`src/rtl/xoodyak_squeeze.sv`:
```
// Xoodyak Squeeze stage: Up(Cu=0x40) on the post-absorb state, then one
// Down(e,0x00)+Up(0x00) per further output block. The permutation is external
// and is reached through a perm_start / perm_done handshake.
//
// Ports
//   eph1, reset       clock (rising edge), asynchronous active-low reset
//   start             begin squeeze; sampled only while idle
//   sqz_blocks        number of output blocks (0 = no output, no permutation)
//   sqz_last_bytes    valid bytes in the final block (0 or >24 means 24)
//   state_in          post-absorb state, captured on an accepted start
//   sqz_to_permute    state handed to the permutation (always the work register)
//   perm_start        one-cycle permutation request
//   permute_to_sqz    permuted state, valid while perm_done=1
//   perm_done         permutation result valid
//   sqz_data          output block, trailing unused bytes of the final block zeroed
//   sqz_valid/ready   output stream handshake; sqz_last marks the final block
//   squeezed_state    final state, held until the next operation completes
//   sqz_complete      one-cycle pulse at the end of the operation
//   busy              high whenever the controller is not idle
module xoodyak_squeeze #(
  parameter int unsigned STATE_W = 384,
  parameter int unsigned RATE_W  = 192,
  parameter logic [7:0]  CU_SQZ  = 8'h40,
  parameter int unsigned LEN_W   = 8
) (
  input  logic               eph1,
  input  logic               reset,
  input  logic               start,
  input  logic [LEN_W-1:0]   sqz_blocks,
  input  logic [4:0]         sqz_last_bytes,
  input  logic [STATE_W-1:0] state_in,
  output logic [STATE_W-1:0] sqz_to_permute,
  output logic               perm_start,
  input  logic [STATE_W-1:0] permute_to_sqz,
  input  logic               perm_done,
  output logic [RATE_W-1:0]  sqz_data,
  output logic               sqz_valid,
  input  logic               sqz_ready,
  output logic               sqz_last,
  output logic [STATE_W-1:0] squeezed_state,
  output logic               sqz_complete,
  output logic               busy
);

  typedef enum logic [2:0] {IDLE, PREQ, PWAIT, OUT, DONE} state_t;

  localparam int unsigned        RATE_BYTES = RATE_W / 8;
  localparam logic [STATE_W-1:0] CU_MASK    = STATE_W'(CU_SQZ);
  // Down(e,0x00) pads 0x01 into byte 0, i.e. the low bit of the top byte.
  localparam logic [STATE_W-1:0] DOWN_PAD   = STATE_W'(1) << (STATE_W - 8);

  state_t             st;
  logic [STATE_W-1:0] work;
  logic [LEN_W-1:0]   rem;
  logic [4:0]         last_bytes;
  logic [4:0]         lb_norm;

  assign sqz_to_permute = work;
  assign lb_norm = (sqz_last_bytes == 5'd0 || sqz_last_bytes > 5'(RATE_BYTES))
                   ? 5'(RATE_BYTES) : sqz_last_bytes;

  // Rate slice of a state; on the final block, bytes at index >= lb are zeroed.
  function automatic logic [RATE_W-1:0] rate_block(input logic [STATE_W-1:0] s,
                                                   input logic final_blk,
                                                   input logic [4:0] lb);
    logic [RATE_W-1:0] blk;
    int unsigned       lbi;
    blk = s[STATE_W-1 -: RATE_W];
    lbi = 32'(lb);
    for (int unsigned i = 0; i < RATE_BYTES; i++) begin
      if (final_blk && i >= lbi) blk[RATE_W-1-8*i -: 8] = '0;
    end
    return blk;
  endfunction

  always_ff @(posedge eph1 or negedge reset) begin
    if (!reset) begin
      st             <= IDLE;
      work           <= '0;
      rem            <= '0;
      last_bytes     <= '0;
      perm_start     <= 1'b0;
      sqz_data       <= '0;
      sqz_valid      <= 1'b0;
      sqz_last       <= 1'b0;
      squeezed_state <= '0;
      sqz_complete   <= 1'b0;
      busy           <= 1'b0;
    end else begin
      perm_start   <= 1'b0;
      sqz_complete <= 1'b0;
      case (st)
        IDLE: begin
          if (start) begin
            busy <= 1'b1;
            if (sqz_blocks == '0) begin
              work         <= state_in;
              st           <= DONE;
              sqz_complete <= 1'b1;
            end else begin
              work       <= state_in ^ CU_MASK;
              rem        <= sqz_blocks;
              last_bytes <= lb_norm;
              st         <= PREQ;
              perm_start <= 1'b1;
            end
          end
        end
        PREQ: st <= PWAIT;
        PWAIT: begin
          if (perm_done) begin
            // Output block is formed from the incoming result so it is
            // registered and valid in the first OUT cycle.
            work      <= permute_to_sqz;
            st        <= OUT;
            sqz_valid <= 1'b1;
            sqz_data  <= rate_block(permute_to_sqz, rem == LEN_W'(1), last_bytes);
            sqz_last  <= (rem == LEN_W'(1));
          end
        end
        OUT: begin
          if (sqz_ready) begin
            sqz_valid <= 1'b0;
            sqz_data  <= '0;
            sqz_last  <= 1'b0;
            if (rem == LEN_W'(1)) begin
              st           <= DONE;
              sqz_complete <= 1'b1;
            end else begin
              rem        <= rem - LEN_W'(1);
              work       <= work ^ DOWN_PAD;
              st         <= PREQ;
              perm_start <= 1'b1;
            end
          end
        end
        DONE: begin
          squeezed_state <= work;
          st             <= IDLE;
          busy           <= 1'b0;
        end
        default: begin
          st   <= IDLE;
          busy <= 1'b0;
        end
      endcase
    end
  end

endmodule

```
`config.mk`:
```
export PLATFORM = sky130hd
export DESIGN_NAME = xoodyak_squeeze
export DESIGN_NICKNAME = d
export VERILOG_FILES = /design/src/rtl/xoodyak_squeeze.sv
export SDC_FILE = /design/constraint.sdc
export NUM_CORES = 1
export LEC_CHECK = 0
export BUFFER_PORTS_ARGS = -buffer_cell sky130_fd_sc_hd__buf_2
export CAP_MARGIN = 30
export CELL_PAD_IN_SITES_DETAIL_PLACEMENT = 1
export CELL_PAD_IN_SITES_GLOBAL_PLACEMENT = 1
export CORE_AREA = 2 2 690 692
export CTS_BUF_LIST = sky130_fd_sc_hd__clkbuf_8 sky130_fd_sc_hd__clkbuf_16
export DETAILED_ROUTE_END_ITERATION = 12
export DIE_AREA = 0 0 692 694
export MAX_ROUTING_LAYER = met4
export PLACE_DENSITY = 0.39
export SLEW_MARGIN = 20
export SYNTH_ARGS = -nofsm -noshare
export SYNTH_HDL_FRONTEND = slang
export SYNTH_SLANG_ARGS = --single-unit
```
`constraint.sdc`:
```
create_clock -name eph1 -period 1.94 [get_ports eph1]
set_input_delay 0.291 -clock eph1 [delete_from_list [all_inputs] [get_ports eph1]]
set_output_delay 0.291 -clock eph1 [all_outputs]
set_load 0.02 [all_outputs]
```
# After elaboration in Yosys (flattened, before gate mapping)
# Cells that the tools add are included.
[classes] add_sub_neg=1 n_mul=0 div=0 n_lt_le_gt_ge=25 eq_ne=10 shifts=0 mux=62 n_bitwise=5 reduce_logical=40
[op_table] operator="384-bit case mux with 3 select lines" count=1
[op_table] operator="384-bit two-way mux" count=2
[op_table] operator="377-bit two-way mux" count=2
[op_table] operator="192-bit two-way mux" count=2
[op_table] operator="192-bit case mux with 2 select lines" count=1
[op_table] operator="8-bit two-way mux" count=28
[op_table] operator="4-bit by 5-bit >= comparator with 1-bit output (first input constant)" count=8
[op_table] operator="5-bit >= comparator (first input constant)" count=8
[op_table] operator="1-bit logical AND" count=24
[op_table] operator="3-bit by 5-bit >= comparator with 1-bit output (first input constant)" count=4
[op_table] operator="8-bit case mux with 2 select lines" count=1
[op_table] operator="3-bit two-way mux" count=5
[op_table] operator="1-bit two-way mux" count=12
[op_table] operator="3-bit case mux with 4 select lines" count=1
[op_table] operator="1-bit by 5-bit >= comparator with 1-bit output (first input constant)" count=2
[op_table] operator="2-bit by 5-bit >= comparator with 1-bit output (first input constant)" count=2
[op_table] operator="2-bit inequality test (second input constant)" count=5
[op_table] operator="1-bit case mux with 2 select lines" count=5
[op_table] operator="5-bit AND reduction" count=2
[op_table] operator="3-bit AND reduction" count=3
[op_table] operator="8-bit by 1-bit == test with 1-bit output (second input constant)" count=1
[op_table] operator="8-bit logical NOT" count=1
[op_table] operator="8-bit by 1-bit subtractor with 8-bit output (second input constant)" count=1
[op_table] operator="7-bit two-way mux" count=1
[op_table] operator="other kinds (14)" count=21
[word_totals] register_bits=981 latchBits=0 ramBits=0 mem_bits_ro=0 inputBits=786 out_inout_bits=965 wordCells=155 mem_count=0

# Longest topological paths before layout
# Gate-level depths: netlist of the first run.
[depth] word_depth=5 mapped_depth=9 mapped_depth_nobuf=7

# Worst setup path after synthesis of the first run
# OpenSTA, ideal clock, no wires.
[synth_timing] path_kind="reg-to-reg" startpoint="reg st[1]" endpoint="reg rem[1]" setup_ns=0.125 arrival_time_ns=1.945 required_ns=1.815 setup_slack_ns=-0.130 path_stages_with_launch=7 path_buffers=1 period_less_slack_ns=2.070 cell_sequence="dfrtp_1 buf_2 or4b_1 a21oi_2 nor2_1 inv_1 mux2_2"
[synth_between] elab_chain_cells=3 word_cells_on_any_way=9 cone_classes="eq/ne (5); mux (1); reduce/logical (3)"
[synth_rtl] element="start, declared" line_no="52" text="state_t st;"
[synth_rtl] element="start signal, assigned" line_no="78" text="st <= IDLE;"
[synth_rtl] element="start signal, assigned" line_no="98" text="st <= DONE;"
[synth_rtl] element="start signal, assigned" line_no="104" text="st <= PREQ;"
[synth_rtl] element="3-bit by 2-bit == test with 1-bit output / 3-bit logical NOT (equally long branches)" line_no="92" text="case (st)"
[synth_rtl] element="2-bit inequality test (no source line) / 2-bit nonzero test (equally long branches)"
[synth_rtl] element="5-bit AND reduction (no source line)"
[synth_rtl] element="end signal, assigned" line_no="102" text="rem <= sqz_blocks;"
[synth_rtl] element="end signal, assigned" line_no="130" text="rem <= rem - LEN_W'(1);"
[synth_rtl] element="end, declared" line_no="54" text="logic [LEN_W-1:0] rem;"
# Several ways; a longest one is shown, not always the timed one.
# A chain may end at the register's enable or synchronous reset.

# Worst setup path after layout of the first run
[layout_timing] startpoint="reg st[1]" endpoint="reg work[347] (netlist: sqz_to_permute[347])"
[layout_between] elab_chain_cells=3 word_cells_on_any_way=9 cone_classes="eq/ne (4); mux (1); bitwise (1); reduce/logical (3)"
[layout_rtl] element="3-bit by 2-bit == test with 1-bit output / 3-bit logical NOT (equally long branches)" line_no="92"
[layout_rtl] element="2-bit inequality test (no source line) (tied with other cells)"
[layout_rtl] element="4-bit AND reduction (no source line)"
[layout_rtl] element="end signal, assigned" line_no="97" text="work <= state_in;"
[layout_rtl] element="end signal, assigned" line_no="101" text="work <= state_in ^ CU_MASK;"
[layout_rtl] element="end signal, assigned" line_no="114" text="work <= permute_to_sqz;"
[layout_rtl] element="end, declared" line_no="53" text="logic [STATE_W-1:0] work;"
# Several ways; a longest one is shown, not always the timed one.

==> results of run 1 <==
==> power by group through the flow <==
stage	Sequential [mW]	Clock [mW]	Combinational [mW]
after floorplan	36.5	0	13.7
after CTS	32.5	29.3	50.7
final	32.3	28.0	51.2
after global routing	33.1	29.9	54.5
after detailed placement	32.7	0	45.2
after global placement	32.6	0	44.8
==> worst min-delay path by stage <==
stage	from	to	slack (ns)	depth (start not counted)
after detailed placement	reset	squeezed_state[105]	0.26	1
after CTS	permute_to_sqz[55]	sqz_to_permute[55]	0.01	5
final	permute_to_sqz[23]	sqz_to_permute[23]	0.13	5
after floorplan	reset	busy	-0.005	0
after global routing	permute_to_sqz[55]	sqz_to_permute[55]	0.05	5
after global placement	reset	squeezed_state[41]	0.27	1
==> sequential cells by signal, summed over array words and instances, names as in the netlist <==
| signal | cells |
|---|---|
| sqz_last | 1 |
| rem | 8 |
| st | 3 |
| busy | 1 |
| sqz_to_permute | 384 |
| sqz_valid | 1 |
| sqz_data | 192 |
| sqz_complete | 1 |
| last_bytes | 5 |
| perm_start | 1 |
| squeezed_state | 384 |
==> area by class of cell <==
cell class	count	area, um^2
multi-input combinational	2259	16100
clock inverter	76	709
clock buffer	182	4180
antenna	144	360
tap	6247	7820
fill	54676	396000
inverter	11	45.0
timing repair buffer	3004	23900
sequential	981	24600
==> metrics by stage <==
step | utilization | instances | setup slack (ns) | setup TNS [ns]
final | 0.164 | 12904 | -0.232 | -73.87
after global routing | 0.164 | 12875 | -0.286 | -132.86
after CTS | 0.162 | 12730 | -0.274 | -82.74
after detailed placement | 0.127 | 11549 | -0.498 | -70.66
after global placement | 0.127 | 11549 | -0.593 | -80.45
after floorplan | - | 3543 | -0.0396 | -0.0396
==> cells by family after synthesis <==
| group | after synthesis | share of synthesized area |
|---|---|---|
| multiplexers | 387 | 0.107 |
| AND/OR/NAND/NOR | 834 | 0.115 |
| flip-flops | 981 | 0.600 |
| AO/OA/AOI/OAI | 1036 | 0.147 |
| adder cells (fa/ha/maj) | 2 | 0.000612 |
| buffers and inverters | 303 | 0.0305 |
==> cell usage after synthesis (all sizes together) <==
library cell | number | area share
o21ai | 405 | 0.050
o211ai | 3 | 0.00055
a41oi | 1 | 0.00021
nand2b | 4 | 0.00061
o21a | 1 | 0.00018
or3 | 3 | 0.00046
and3b | 1 | 0.00021
mux2i | 1 | 0.00024
nor4 | 8 | 0.0016
a211o | 1 | 0.00021
nand4b | 1 | 0.00021
nor3b | 386 | 0.071
nand3b | 2 | 0.00037
or3b | 1 | 0.00021
buf | 88 | 0.011
a31oi | 6 | 0.00092
nor2 | 8 | 0.00073
mux2 | 386 | 0.11
and2 | 2 | 0.00031
clkbuf | 204 | 0.019
dfrtp | 981 | 0.60
ha | 2 | 0.00061
o22ai | 6 | 0.00092
a22oi | 2 | 0.00037
a22o | 193 | 0.041
nand2 | 400 | 0.037
o2bb2ai | 5 | 0.0011
a2bb2o | 1 | 0.00024
or4b | 1 | 0.00024
inv | 11 | 0.0010
or2 | 2 | 0.00031
o21bai | 1 | 0.00018
nand3 | 7 | 0.00086
nor3 | 4 | 0.00049
a21oi | 411 | 0.051
or4 | 4 | 0.00083
==> per-layer routing <==
metal,routed length [um],share of wire
met1,152000,0.38
met2,199000,0.50
met3,30400,0.076
met4,18600,0.046
met5,0,0
==> worst reg2reg max path: stages (launching register included) <==
cell       delay, ns
dfrtp_1         0.40
buf_6           0.14
buf_12          0.12
mux2i_2         0.15
or3_4           0.41
buf_12          0.22
bufbuf_16       0.43
nand2_1         0.09
o21ai_0         0.08
==> repair_timing <==
item / in CTS / in global routing
cloned: 49 / 25
setup buffers: 111 / 11
pin swaps: 20 / 21
hold endpoints to repair: 982 / 0
hold buffers: 775 / 0
setup endpoints to repair: 950 / 1018
resized for setup: 517 / 123
==> metrics, run 1 <==
crit path launch st[1]; CTS Buf Count 146; power density cells 1430 nW/um^2; end point of the critical path sqz_to_permute[347]; sw frac 0.452; GR Layer Usage met2 0.280; Setup Skew between 0.03 and 0.04 ns; DRC Markers 0; hpwl dp 324,000 um; M1 GR Usage 0.171; Seq pwr share 0.290; commonest non-fill, non-tap cell in the layout buf_2; worst hold path type in -> reg; maximum VDD drop 0.673 mV; Placer Congestion between 1 and 1.5; first-pass detailed-route iteration total 5; routed via count 42,980; share of cells above drive strength 1 0.459; reg2reg end sqz_to_permute[347]; Horiz. Die Dim ~690 um; worst r2r src st[1]; DRT Wirelength 400,000 um; IO Count 1,751; Finish-stage setup viols 851; status finished, violations left; synth warn 0; crit path max fanout 22; IO buf count around 1,800; DIE AREA slightly below 500,000 um^2; Design Power ~110 mW; slowest cell delay on critical path 0.41 ns; syn nets between 4,000 and 5,000; Pint 61.0 mW; Cells after Synth 3,543; flop2flop setup slack -0.23 ns; CP arrival 2.88 ns; Mapped Area a little over 40,000 um^2; GRT Total Usage 0.163; worst hold slack 0.127 ns; clk sinks 981; fin crit share 1.12; worst path cell trace buf_6 > buf_12 > mux2i_2 > or3_4 > buf_12 > bufbuf_16 > nand2_1 > o21ai_0; Switch Pwr just over 50 mW; Leak 36.0 nW; max-cap viol count 0; CTS tree built; wire length per cell 31.0 um; clk buf depth 4; Worst EP required 2.65 ns; antenna viol nets, final 0; initial cell density of the core 0.0864; nets just over 7,000; Root Buffer clkbuf_16; busiest grt layer met2; Synth cell types 42; FP Rows 253; P&R area growth vs syn 90.0%; initial antenna violation count roughly 240; worst-case reg-to-reg path depth 8; startpoint types flip-flop; slack of the critical path -0.232 ns; Clock Power Share 0.251; failing checks setup timing; Worst Path Buf+Inv 4; register bit total from synthesis slightly below 1,000; Vias/cell 3.33; Tightest Pin Transition 0.776 ns; Fin. Hold Viols 0; vias in the first global route approximately 46,000; RSZ-0062 raised after global routing true; CP Class reg -> reg; Min Clock Period, post-route 2.17 ns; fin. max-slew vios 0; total core area 473,000 um^2; Clk Latency, worst-skew pair 0.84 ns; largest net degree at the start of global routing 101; Die Y between 600 and 700 um; syn_area_per_cell 11.5 um^2; first-pass GRT wire length 499,000 um; slowest stage cell on the critical path or3_4; initial DRC count 2,287; FMAX 460 MHz; Worst path most repeated cell buf_12; cell family with most CP delay buffers and inverters; critical path depth 8; Worst-path clk slew 0.06 ns; grt met3 use 0.0559; Slew headroom 0.483; sequential fraction of the synthesis area 0.600; Design Area, Final 77,700 um^2; global route overflow 0; Gate power share 0.459; crit end category flip-flop; H-tree depth 4; most frequent cells in the layout 1,669 x buf_2, 928 x dfrtp_1, 775 x dlygate4sd3_1; Post-DP Area 59,900 um^2
Note: power is estimated with default switching activity, not from simulation.
==> run 2, diff against run 1 <==
- ABC_AREA: default -> 1
- CORE_AREA: 2 2 690 692 -> 2 2 677 679
- DIE_AREA: 0 0 692 694 -> 0 0 679 681
- PLACE_DENSITY: 0.39 -> 0.41
==> run 2 against run 1 <==
  * The flow still finishes with violations (setup timing)
  * First-iteration DRC count grew 15%
  * Final area decreased by 1.7%
  * Cell count grew 9.2%
  * Via count is 11% higher
  * Routed wire length down 2.8%
  * Clock skew rose by 0.011 ns
  * Combinational power increased by 28%
  * Non-clock buffer count down 62
==> metrics, run 2 <==
H-tree depth 4 (unchanged); Root Buffer clkbuf_16; Cells after Synth 5,073 (+43%); GRT Total Usage 0.162 (-0.000778); DRC Markers 0 (unchanged); Async SR Flop Fraction 1.00 (unchanged); FP Rows 248 (-2.0%); IO buf count 1,750 (unchanged); most frequent cells in the layout 2,097 x nand2_1, 1,692 x buf_2, 958 x dfrtp_1; Clk Latency, worst-skew pair 0.87 ns (+0.03 ns); wire length per cell 27.6 um (-11%); flop2flop setup slack -0.05 ns (+0.18 ns); max-cap viol count 0 (unchanged); slowest cell delay on critical path 0.44 ns (+0.03 ns); Design Area, Final 76,400 um^2 (-1.7%); Die Y 681 um (-1.9%); DRT Wirelength 388,000 um (-2.8%); DIE AREA 462,000 um^2 (-3.7%); fin crit share 1.02 (-0.0948); most instantiated library cell after synthesis nand2_1; CP Class reg -> reg; register bit total from synthesis 981 (unchanged); total core area 455,000 um^2 (-3.9%); Synth cell types 26 (-38%); synth cell count leaders 2,140 x nand2_1, 981 x dfrtp_1, 609 x o21ai_0, 478 x inv_1, 325 x o21ai_1; clk buf depth 4 (unchanged); largest net degree at the start of global routing 85 (-16%); Leak 38.2 nW (+6.3%); syn_area_per_cell 8.22 um^2 (-29%); Synth top area share 0.589 (-0.0115); crit path max fanout 12 (-45%); vias in the first global route 49,835 (+8.6%); worst hold path type in -> reg; footprint of the multi-input gates 14,400 um^2 (-10%); first-pass GRT wire length 490,000 um (-1.9%); initial antenna violation count 207 (-14%); synth warn 0 (unchanged); IO Count 1,751 (unchanged); Post-DP Area 60,500 um^2 (+1.0%); area leader, netlist dfrtp_1; Mapped Area 41,700 um^2 (+2.0%); antenna viol nets, final 0 (unchanged); Main synth FF type dfrtp_1; P&R area growth vs syn 83.2%; hpwl dp 314,000 um (-3.0%); CP arrival 2.72 ns (-0.16 ns); status finished, violations left; routed via count 47,685 (+11%); Slew headroom 0.640 (+0.158); initial DRC count 2,636 (+15%); FMAX 503 MHz (+9.2%); Worst path most repeated cell buf_12; Setup Skew 0.0450 ns (+0.0107 ns); total of fill cells in the finished design 54,085 (-1.1%); initial cell density of the core 0.0917 (+0.00524); first-pass detailed-route iteration total 5 (unchanged); Placer Congestion 0.929 (-13%); count of flip-flops with a built-in enable after synthesis 0 (unchanged); worst hold slack 0.0969 ns (-0.0301 ns); slowest stage cell on the critical path dfrtp_2; Min Clock Period, post-route 1.99 ns (-0.184 ns); Worst EP required 2.67 ns (+0.02 ns); sequential fraction of the synthesis area 0.589 (-0.0115); largest cells by area after synthesis dfrtp_1 59%, nand2_1 19%, o21ai_0 7.3%; fin. max-slew vios 0 (unchanged); Fin. Hold Viols 0 (unchanged); failing checks setup timing; Horiz. Die Dim 679 um (-1.9%); syn nets 5,861 (+35%); Worst-path clk slew 0.06 ns (about the same); Tightest Pin Transition 0.538 ns (-0.238 ns); startpoint types flip-flop; maximum VDD drop 0.713 mV (+6.0%); Vias/cell 3.38 (+1.6%); CTS Buf Count 144 (-1.4%); worst path cell trace buf_12 > nor2_4 > buf_6 > nand3_4 > nand3_4 > buf_12 > inv_16 > bufbuf_16 > buf_12 > buf_12 > nand2_1 > o21ai_1; slack of the critical path -0.0478 ns (+0.184 ns); nets 8,655 (+20%); CTS tree built; global route overflow 0 (unchanged); Finish-stage setup viols 53 (-94%); crit end category flip-flop; commonest non-fill, non-tap cell in the layout nand2_1; power density cells 1640 nW/um^2 (+14%); FF+latch area 24,600 um^2 (-0.16%); RSZ-0062 raised after global routing true; share of cells above drive strength 1 0.315 (-0.144); clk sinks 981 (unchanged)
==> run 2: final timing paths <==
kind | start | to | cells past startpoint
max in group asynchronous | reset | squeezed_state[198] | 4
worst max register to register | st[1] | sqz_to_permute[229] | 12
min in group asynchronous | reset | squeezed_state[149] | 3
worst min-delay path | state_in[63] | sqz_to_permute[63] | 5
worst max-delay path | st[1] | sqz_to_permute[229] | 12
worst min register to register | sqz_data[15] | sqz_data[15] | 2
==> run 2: cells by family (layout without fill, tap and decap cells) <==
group	after synthesis	in the layout	share of synthesized area
flops	981	981	0.589
fa+ha+maj	2	2	0.000600
compound gates	952	952	0.114
mux	10	10	0.00270
xor+xnor	1	1	0.000210
buf+inv	780	3684	0.0759
simple gates	2347	2347	0.217
other cells	0	115	0
==> run 2: report_power, final <==
part	total (mW)	internal [mW]	leakage, nW	switching (mW)
clock network	27.7	16.3	2.48	11.4
registers	32.3	27.5	12.9	4.81
logic	65.3	22.1	22.8	43.1
==> run 2: layer usage <==
layer  part of all wire  global-route usage  wire length [um]  vias to the layer above
met2               0.50               0.285            196000                     1607
met4              0.034              0.0422             13100                        0
met1               0.40               0.185            157000                    23926
met5                  0                   -                 0                        -
met3              0.057              0.0355             22100                      481
li1                   -                   -                 -                    21671
==> run 2: critical path: cells and delay by family, from the launching register on <==
kind                   cells  cell delay, ns
flip-flops                 1            0.44
buffers and inverters      7            1.01
AO/OA/AOI/OAI              1            0.06
AND/OR/NAND/NOR            4            0.36
==> run 2: per-stage QoR <==
step                      std cells  utilization  setup TNS [ns]  power [mW]  worst slack (ns)
final                         14092        0.168          -0.861         125           -0.0478
after global routing          14064        0.168          -21.03         132            -0.135
after CTS                     13929        0.164           -1.12         124           -0.0765
after detailed placement      12840        0.133           -6.57        87.9            -0.319
after global placement        12840        0.133           -4.80        87.7            -0.290
after floorplan                5073            -               0        56.8             0.275
==> run 2: cell type report <==
type | count | share of cell area
multi-input cells | 3312 | 0.188
repair inverters | 3 | 0.000754
repair buffers | 2942 | 0.299
clock buffers | 178 | 0.0535
clock inverters | 78 | 0.00965
well taps | 6000 | 0.0983
diodes | 115 | 0.00377
inverters | 483 | 0.0246
flip-flops and latches | 981 | 0.322
==> run 2: what timing repair did <==
action | 4_1_cts | 5_1_grt
endpoints found under the setup margin | 346 | 292
gates cloned | 22 | 35
resized for setup | 197 | 151
hold endpoints to repair | 1277 | 0
pin swaps | 5 | 12
hold buffers | 784 | 0
buffers inserted | 28 | 19
